--- src/rtl/perceptron_pkg.sv ---
// Shared types, default widths and the saturation helper for the perceptron classifier stage.
package perceptron_pkg;

  localparam int DEF_NUM_CLASSES = 2;
  localparam int DEF_SCORE_WIDTH = 16;
  localparam int DEF_BIAS_WIDTH  = 8;

  typedef enum logic {COLLECT, RESULT} state_t;

  typedef enum logic [1:0] {SAT_NONE, SAT_POS, SAT_NEG} sat_t;

  // Two's-complement add overflows only when both operands share a sign the sum lacks.
  function automatic sat_t sat_add(input logic sign_a, input logic sign_b, input logic sign_sum);
    if ((sign_a == sign_b) && (sign_sum != sign_a))
      return sign_a ? SAT_NEG : SAT_POS;
    return SAT_NONE;
  endfunction

endpackage

--- src/rtl/perceptron_sat_add.sv ---
// Combinational signed adder clamping to the representable range instead of wrapping.
module perceptron_sat_add
  import perceptron_pkg::*;
#(
  parameter int WIDTH = DEF_SCORE_WIDTH
)(
  input  logic signed [WIDTH-1:0] a,
  input  logic signed [WIDTH-1:0] b,
  output logic signed [WIDTH-1:0] y
);

  logic signed [WIDTH-1:0] sum;

  assign sum = a + b;

  always_comb begin
    y = sum;
    case (sat_add(a[WIDTH-1], b[WIDTH-1], sum[WIDTH-1]))
      SAT_POS: y = {1'b0, {(WIDTH-1){1'b1}}};
      SAT_NEG: y = {1'b1, {(WIDTH-1){1'b0}}};
      default: y = sum;
    endcase
  end

endmodule

--- src/rtl/perceptron_argmax.sv ---
// Biased argmax over one frame of class scores; emits one registered winner per frame.
//   state   | meaning
//   COLLECT | accepting scores, tracking running max and its index
//   RESULT  | result_* held valid until consumer handshake, scores back-pressured
module perceptron_argmax
  import perceptron_pkg::*;
#(
  parameter  int NUM_CLASSES = DEF_NUM_CLASSES,
  parameter  int SCORE_WIDTH = DEF_SCORE_WIDTH,
  parameter  int BIAS_WIDTH  = DEF_BIAS_WIDTH,
  localparam int IDX_WIDTH   = (NUM_CLASSES > 2) ? $clog2(NUM_CLASSES) : 1
)(
  input  logic                   clk,
  input  logic                   rst,
  input  logic [SCORE_WIDTH-1:0] score_in,
  input  logic                   score_valid,
  input  logic                   score_last,
  output logic                   score_ready,
  input  logic                   bias_wen,
  input  logic [IDX_WIDTH-1:0]   bias_addr,
  input  logic [BIAS_WIDTH-1:0]  bias_data,
  output logic [IDX_WIDTH-1:0]   result_idx,
  output logic [SCORE_WIDTH-1:0] result_score,
  output logic                   result_err,
  output logic                   result_valid,
  input  logic                   result_ready
);

  localparam logic [IDX_WIDTH-1:0] LAST_IDX = IDX_WIDTH'(NUM_CLASSES - 1);
  localparam logic [IDX_WIDTH:0]   NUM_CLS  = (IDX_WIDTH + 1)'(NUM_CLASSES);

  state_t                        state;
  logic [IDX_WIDTH-1:0]          cnt;
  logic [IDX_WIDTH-1:0]          run_idx;
  logic [IDX_WIDTH-1:0]          nxt_idx;
  logic signed [SCORE_WIDTH-1:0] run_max;
  logic signed [SCORE_WIDTH-1:0] nxt_max;
  logic signed [SCORE_WIDTH-1:0] biased;
  logic signed [SCORE_WIDTH-1:0] bias_ext;
  logic [BIAS_WIDTH-1:0]         bias_tbl [NUM_CLASSES];
  logic                          accept;
  logic                          at_last;

  assign score_ready = (state == COLLECT);
  assign accept      = score_valid && score_ready;
  assign at_last     = (cnt == LAST_IDX);
  assign bias_ext    = {{(SCORE_WIDTH-BIAS_WIDTH){bias_tbl[cnt][BIAS_WIDTH-1]}}, bias_tbl[cnt]};

  perceptron_sat_add #(.WIDTH(SCORE_WIDTH)) u_sat_add (
    .a (score_in),
    .b (bias_ext),
    .y (biased)
  );

  // Strict compare so ties keep the earlier (lower) class index.
  always_comb begin
    nxt_max = run_max;
    nxt_idx = run_idx;
    if ((cnt == '0) || (biased > run_max)) begin
      nxt_max = biased;
      nxt_idx = cnt;
    end
  end

  always_ff @(posedge clk or posedge rst) begin
    if (rst) begin
      state        <= COLLECT;
      cnt          <= '0;
      run_idx      <= '0;
      run_max      <= '0;
      result_idx   <= '0;
      result_score <= '0;
      result_err   <= 1'b0;
      result_valid <= 1'b0;
      for (int i = 0; i < NUM_CLASSES; i++)
        bias_tbl[i] <= '0;
    end else begin
      // The accept above reads the table before this write lands, so it sees the old bias.
      if (bias_wen && ({1'b0, bias_addr} < NUM_CLS))
        bias_tbl[bias_addr] <= bias_data;

      case (state)
        COLLECT: begin
          if (accept) begin
            run_max <= nxt_max;
            run_idx <= nxt_idx;
            if (at_last || score_last) begin
              result_idx   <= nxt_idx;
              result_score <= nxt_max;
              result_err   <= (score_last != at_last);
              result_valid <= 1'b1;
              cnt          <= '0;
              state        <= RESULT;
            end else begin
              cnt <= cnt + 1'b1;
            end
          end
        end
        RESULT: begin
          if (result_ready) begin
            result_valid <= 1'b0;
            state        <= COLLECT;
          end
        end
        default: state <= COLLECT;
      endcase
    end
  end

endmodule

--- config.mk ---
export PLATFORM = sky130hd
export DESIGN_NAME = perceptron_argmax
export DESIGN_NICKNAME = d
export VERILOG_FILES = /design/src/rtl/perceptron_pkg.sv /design/src/rtl/perceptron_sat_add.sv /design/src/rtl/perceptron_argmax.sv
export SDC_FILE = /design/constraint.sdc
export NUM_CORES = 1
export LEC_CHECK = 0
export ABC_AREA = 1
export ABC_CLOCK_PERIOD_IN_PS = 5700
export CORE_ASPECT_RATIO = 2
export CORE_UTILIZATION = 45
export CTS_CLUSTER_SIZE = 30
export DETAILED_ROUTE_END_ITERATION = 10
export DONT_BUFFER_PORTS = 1
export SYNTH_ARGS = -nofsm -noshare
export SYNTH_HDL_FRONTEND = slang
export SYNTH_SLANG_ARGS = --single-unit
export TNS_END_PERCENT = 100
--- constraint.sdc ---
create_clock -name clk -period 5.7 [get_ports clk]
set_input_delay 0.285 -clock clk [delete_from_list [all_inputs] [get_ports clk]]
set_output_delay 0.285 -clock clk [all_outputs]
set_load 0.005 [all_outputs]
==> results.json <==
{
  "outcome": "complete, no violations",
  "p_leak_uw": 0.002258,
  "root_buffer": "clkbuf_16",
  "cts_made_buffers": 5,
  "worstHoldPathCells": 1,
  "clk_latency_ps": 300,
  "p_per_area_nw_per_um2": 630.1,
  "cts_buffer_depth": 2,
  "coreArea_um2": 8000,
  "clock-sinks": 54,
  "synthDominantCellAreaShare": 0.3602,
  "postRouteAntennaNets": 0,
  "synth.distinct_cells": 26,
  "worst_slew_pin_slew_ps": 1123,
  "rows": 46,
  "die_h_um": 131.1,
  "port-buffer-count": 0,
  "dieArea_um2": 8727,
  "skew_ps": 12.27,
  "gp_congestion": 0.8951,
  "antenna_found_initial": 0,
  "path_class": "reg2reg",
  "ys_ff_latch": 54,
  "grt_pass1_wl_um": 15170,
  "drive_gt1_frac": 0.03759,
  "finalSetupTns_ps": 0,
  "area_growth_pct": 7.005,
  "finalNetCount": 596,
  "start_util": 0.4689,
  "worst_setup_path_start_kind": "flop",
  "drc_errors": 0,
  "post-route-period-util": 0.9029,
  "p_seq_frac": 0.253,
  "crit_family": "simple AND/OR/NAND/NOR gates",
  "p_switching_uw": 1227,
  "ir_drop_v": 0.0003776,
  "track_usage": 0.2304,
  "endpoint_kind": "flop",
  "drt-vias-per-instance": 5.291,
  "slew_violations": 0,
  "use_met3": 0.02604,
  "antenna_cells": 0,
  "grt_start_max_net_pins": 55,
  "ctsHtreeMaxLevel": 2,
  "first_pass_iters": 4,
  "die_w_um": 66.56,
  "met2_usage": 0.4377,
  "hpwl_um": 7389,
  "clkPwrFrac": 0.158,
  "multi_input_area_um2": 2068,
  "synth_warnings": 0,
  "cts_tree": "yes",
  "fmax_mhz": 194.3,
  "io_pins": 51,
  "power.share.combinational": 0.589,
  "use_met1": 0.2444,
  "slowest_stage": "dfrtp_2",
  "drt_iter0_markers": 93,
  "synth_area_leaders": "dfrtp_1 36%, nand2_1 21%, ha_1 11%",
  "drv_cap": 0,
  "syn_inst": 537,
  "cp_num_buf_inv": 3,
  "num_vias": 3323,
  "crit_fanout": 18,
  "max_stage_delay_ps": 510,
  "critPathMostFrequentCell": "nand2_1",
  "ys_seq_area_frac": 0.3602,
  "busiest_layer": "met2",
  "cp.depth": 28,
  "cts_hold_buf": 0,
  "rr_worst_depth": 28,
  "post_drt_wl_per_cell_um": 15.00,
  "syn_area_per_cell_um2": 6.985,
  "final-setup-viol-count": 0,
  "syn_nets": 602,
  "synth_edf_count": 0,
  "grt_pass1_vias": 3289,
  "hold_path.class": "in2reg",
  "rsz0062_at_grt": "no",
  "overflow": 0,
  "register_area_um2": 1353,
  "p_sw_frac": 0.4851,
  "p_int_uw": 1302,
  "setup_ws_ps": 553.6,
  "crit_arrival_ps": 5330,
  "crit_required_ps": 5890,
  "cts_setup_buffers": 0,
  "clkTransAtPathRegs_ps": 70,
  "hold_violations": 0,
  "synth-async-reset-ratio": 1.000,
  "pre_cts_ws_ps": 367.5,
  "syn_area_um2": 3751,
  "finalCriticalPeriod_ps": 5146,
  "max_slew_margin": 0.2501,
  "synth_area_leader_cell": "dfrtp_1",
  "dominantRegCellSynth": "dfrtp_1",
  "drt_wl_total_um": 9418,
  "fillers": 841
}
## sequential cells by signal, indices dropped and copies added (netlist names)
signal	flops
result_valid	1
result_score	16
state	1
result_err	1
run_max	16
run_idx	1
bias_tbl	16
result_idx	1
at_last	1
## repair_timing
item | CTS | global route
gates resized for setup | 0 | 3
setup endpoints to repair | 0 | 32
hold endpoints to repair | 0 | 0
## cells in the final DEF, fill, tap and decap left out
| cell type | n |
|---|---|
| clkbuf_8 | 1 |
| clkinv_1 | 1 |
| nand3b_1 | 2 |
| nand2_1 | 206 |
| nor3_2 | 1 |
| dfrtp_1 | 53 |
| nand2_8 | 1 |
| nand3_1 | 70 |
| nand2_2 | 2 |
| a21oi_1 | 21 |
| buf_4 | 2 |
| xnor2_1 | 6 |
| fa_1 | 2 |
| nor2_1 | 24 |
| dfrtp_2 | 1 |
| clkbuf_16 | 5 |
| a21o_1 | 2 |
| ha_1 | 32 |
| inv_1 | 65 |
| xor2_1 | 1 |
| bufinv_16 | 2 |
| o21a_1 | 1 |
| o21bai_1 | 1 |
| nand3_4 | 1 |
| nor3_4 | 1 |
| o21ai_0 | 24 |
| nand4_1 | 1 |
| inv_2 | 3 |
## worst paths after layout
kind | end | slack, ps | from
max | result_score[14] | 550 | at_last
min | state | 90 | result_ready
max reg2reg | result_score[14] | 550 | at_last
min reg2reg | run_max[13] | 480 | run_max[13]
max in group asynchronous | at_last | 4780 | rst
min in group asynchronous | result_score[9] | 150 | rst
## power groups by stage
stage	logic [µW]	registers, µW	clock network [µW]
6_report	1490	641	400
4_1_cts	1470	641	412
2_1_floorplan	1200	605	0
5_1_grt	1720	656	425
3_3_place_gp	1440	644	0
3_5_place_dp	1460	645	0
## final cells by class
cell class,instances,share of cell area
tap,96,0.02993
clock inverter,2,0.01496
clock buffer,6,0.03460
multi-input combinational,399,0.5153
sequential,54,0.3370
timing repair buffer,2,0.003741
inverter,69,0.06453
## cell families after synthesis
| logic type | count (synthesis) | share of synthesized area |
|---|---|---|
| compound gates | 49 | 0.06805 |
| xor+xnor | 7 | 0.01634 |
| fa+ha+maj | 34 | 0.1174 |
| buf+inv | 84 | 0.09240 |
| flops | 54 | 0.3602 |
| simple gates | 309 | 0.3456 |
## cells in the mapped netlist, types with 2 or more instances
library cell and n:
a21oi_1 21, inv_2 2, nand2_1 206, nor2_1 24, dfrtp_1 54, o21ai_0 24
buf_2 4, clkbuf_1 7, nand3b_1 2, nor3_2 2, inv_1 66, fa_1 2
nand2_2 2, xnor2_1 6, buf_6 3, ha_1 32, nand3_1 70, a21o_1 2
## stage by stage
stage | hold slack (ps) | utilization | std cells | instance area [µm²] | power (µW)
after global routing | 99.21 | 0.5017 | 628 | 4014 | 2802
after CTS | 87.62 | 0.4997 | 628 | 3998 | 2525
final | 92.72 | 0.5017 | 628 | 4014 | 2529
after floorplan | 381.4 | - | 537 | 3751 | 1805
after detailed placement | 395.7 | 0.4748 | 620 | 3799 | 2106
after global placement | 392.9 | 0.4748 | 620 | 3799 | 2084
## routing by layer
metal / part of all wire / routed length (µm)
met4: 0.020 / 193
met2: 0.56 / 5242
met1: 0.40 / 3805
met3: 0.019 / 176
met5: 0 / 0
## worst reg2reg max path, delay by kind of cell, from the launching register on
family	cells	cell delay [ps]
flip-flops	1	510
adder cells (fa/ha/maj)	3	1070
AO/OA/AOI/OAI	6	910
AND/OR/NAND/NOR	16	2190
buffers and inverters	3	380
Note: power is estimated with default switching activity, not from simulation.
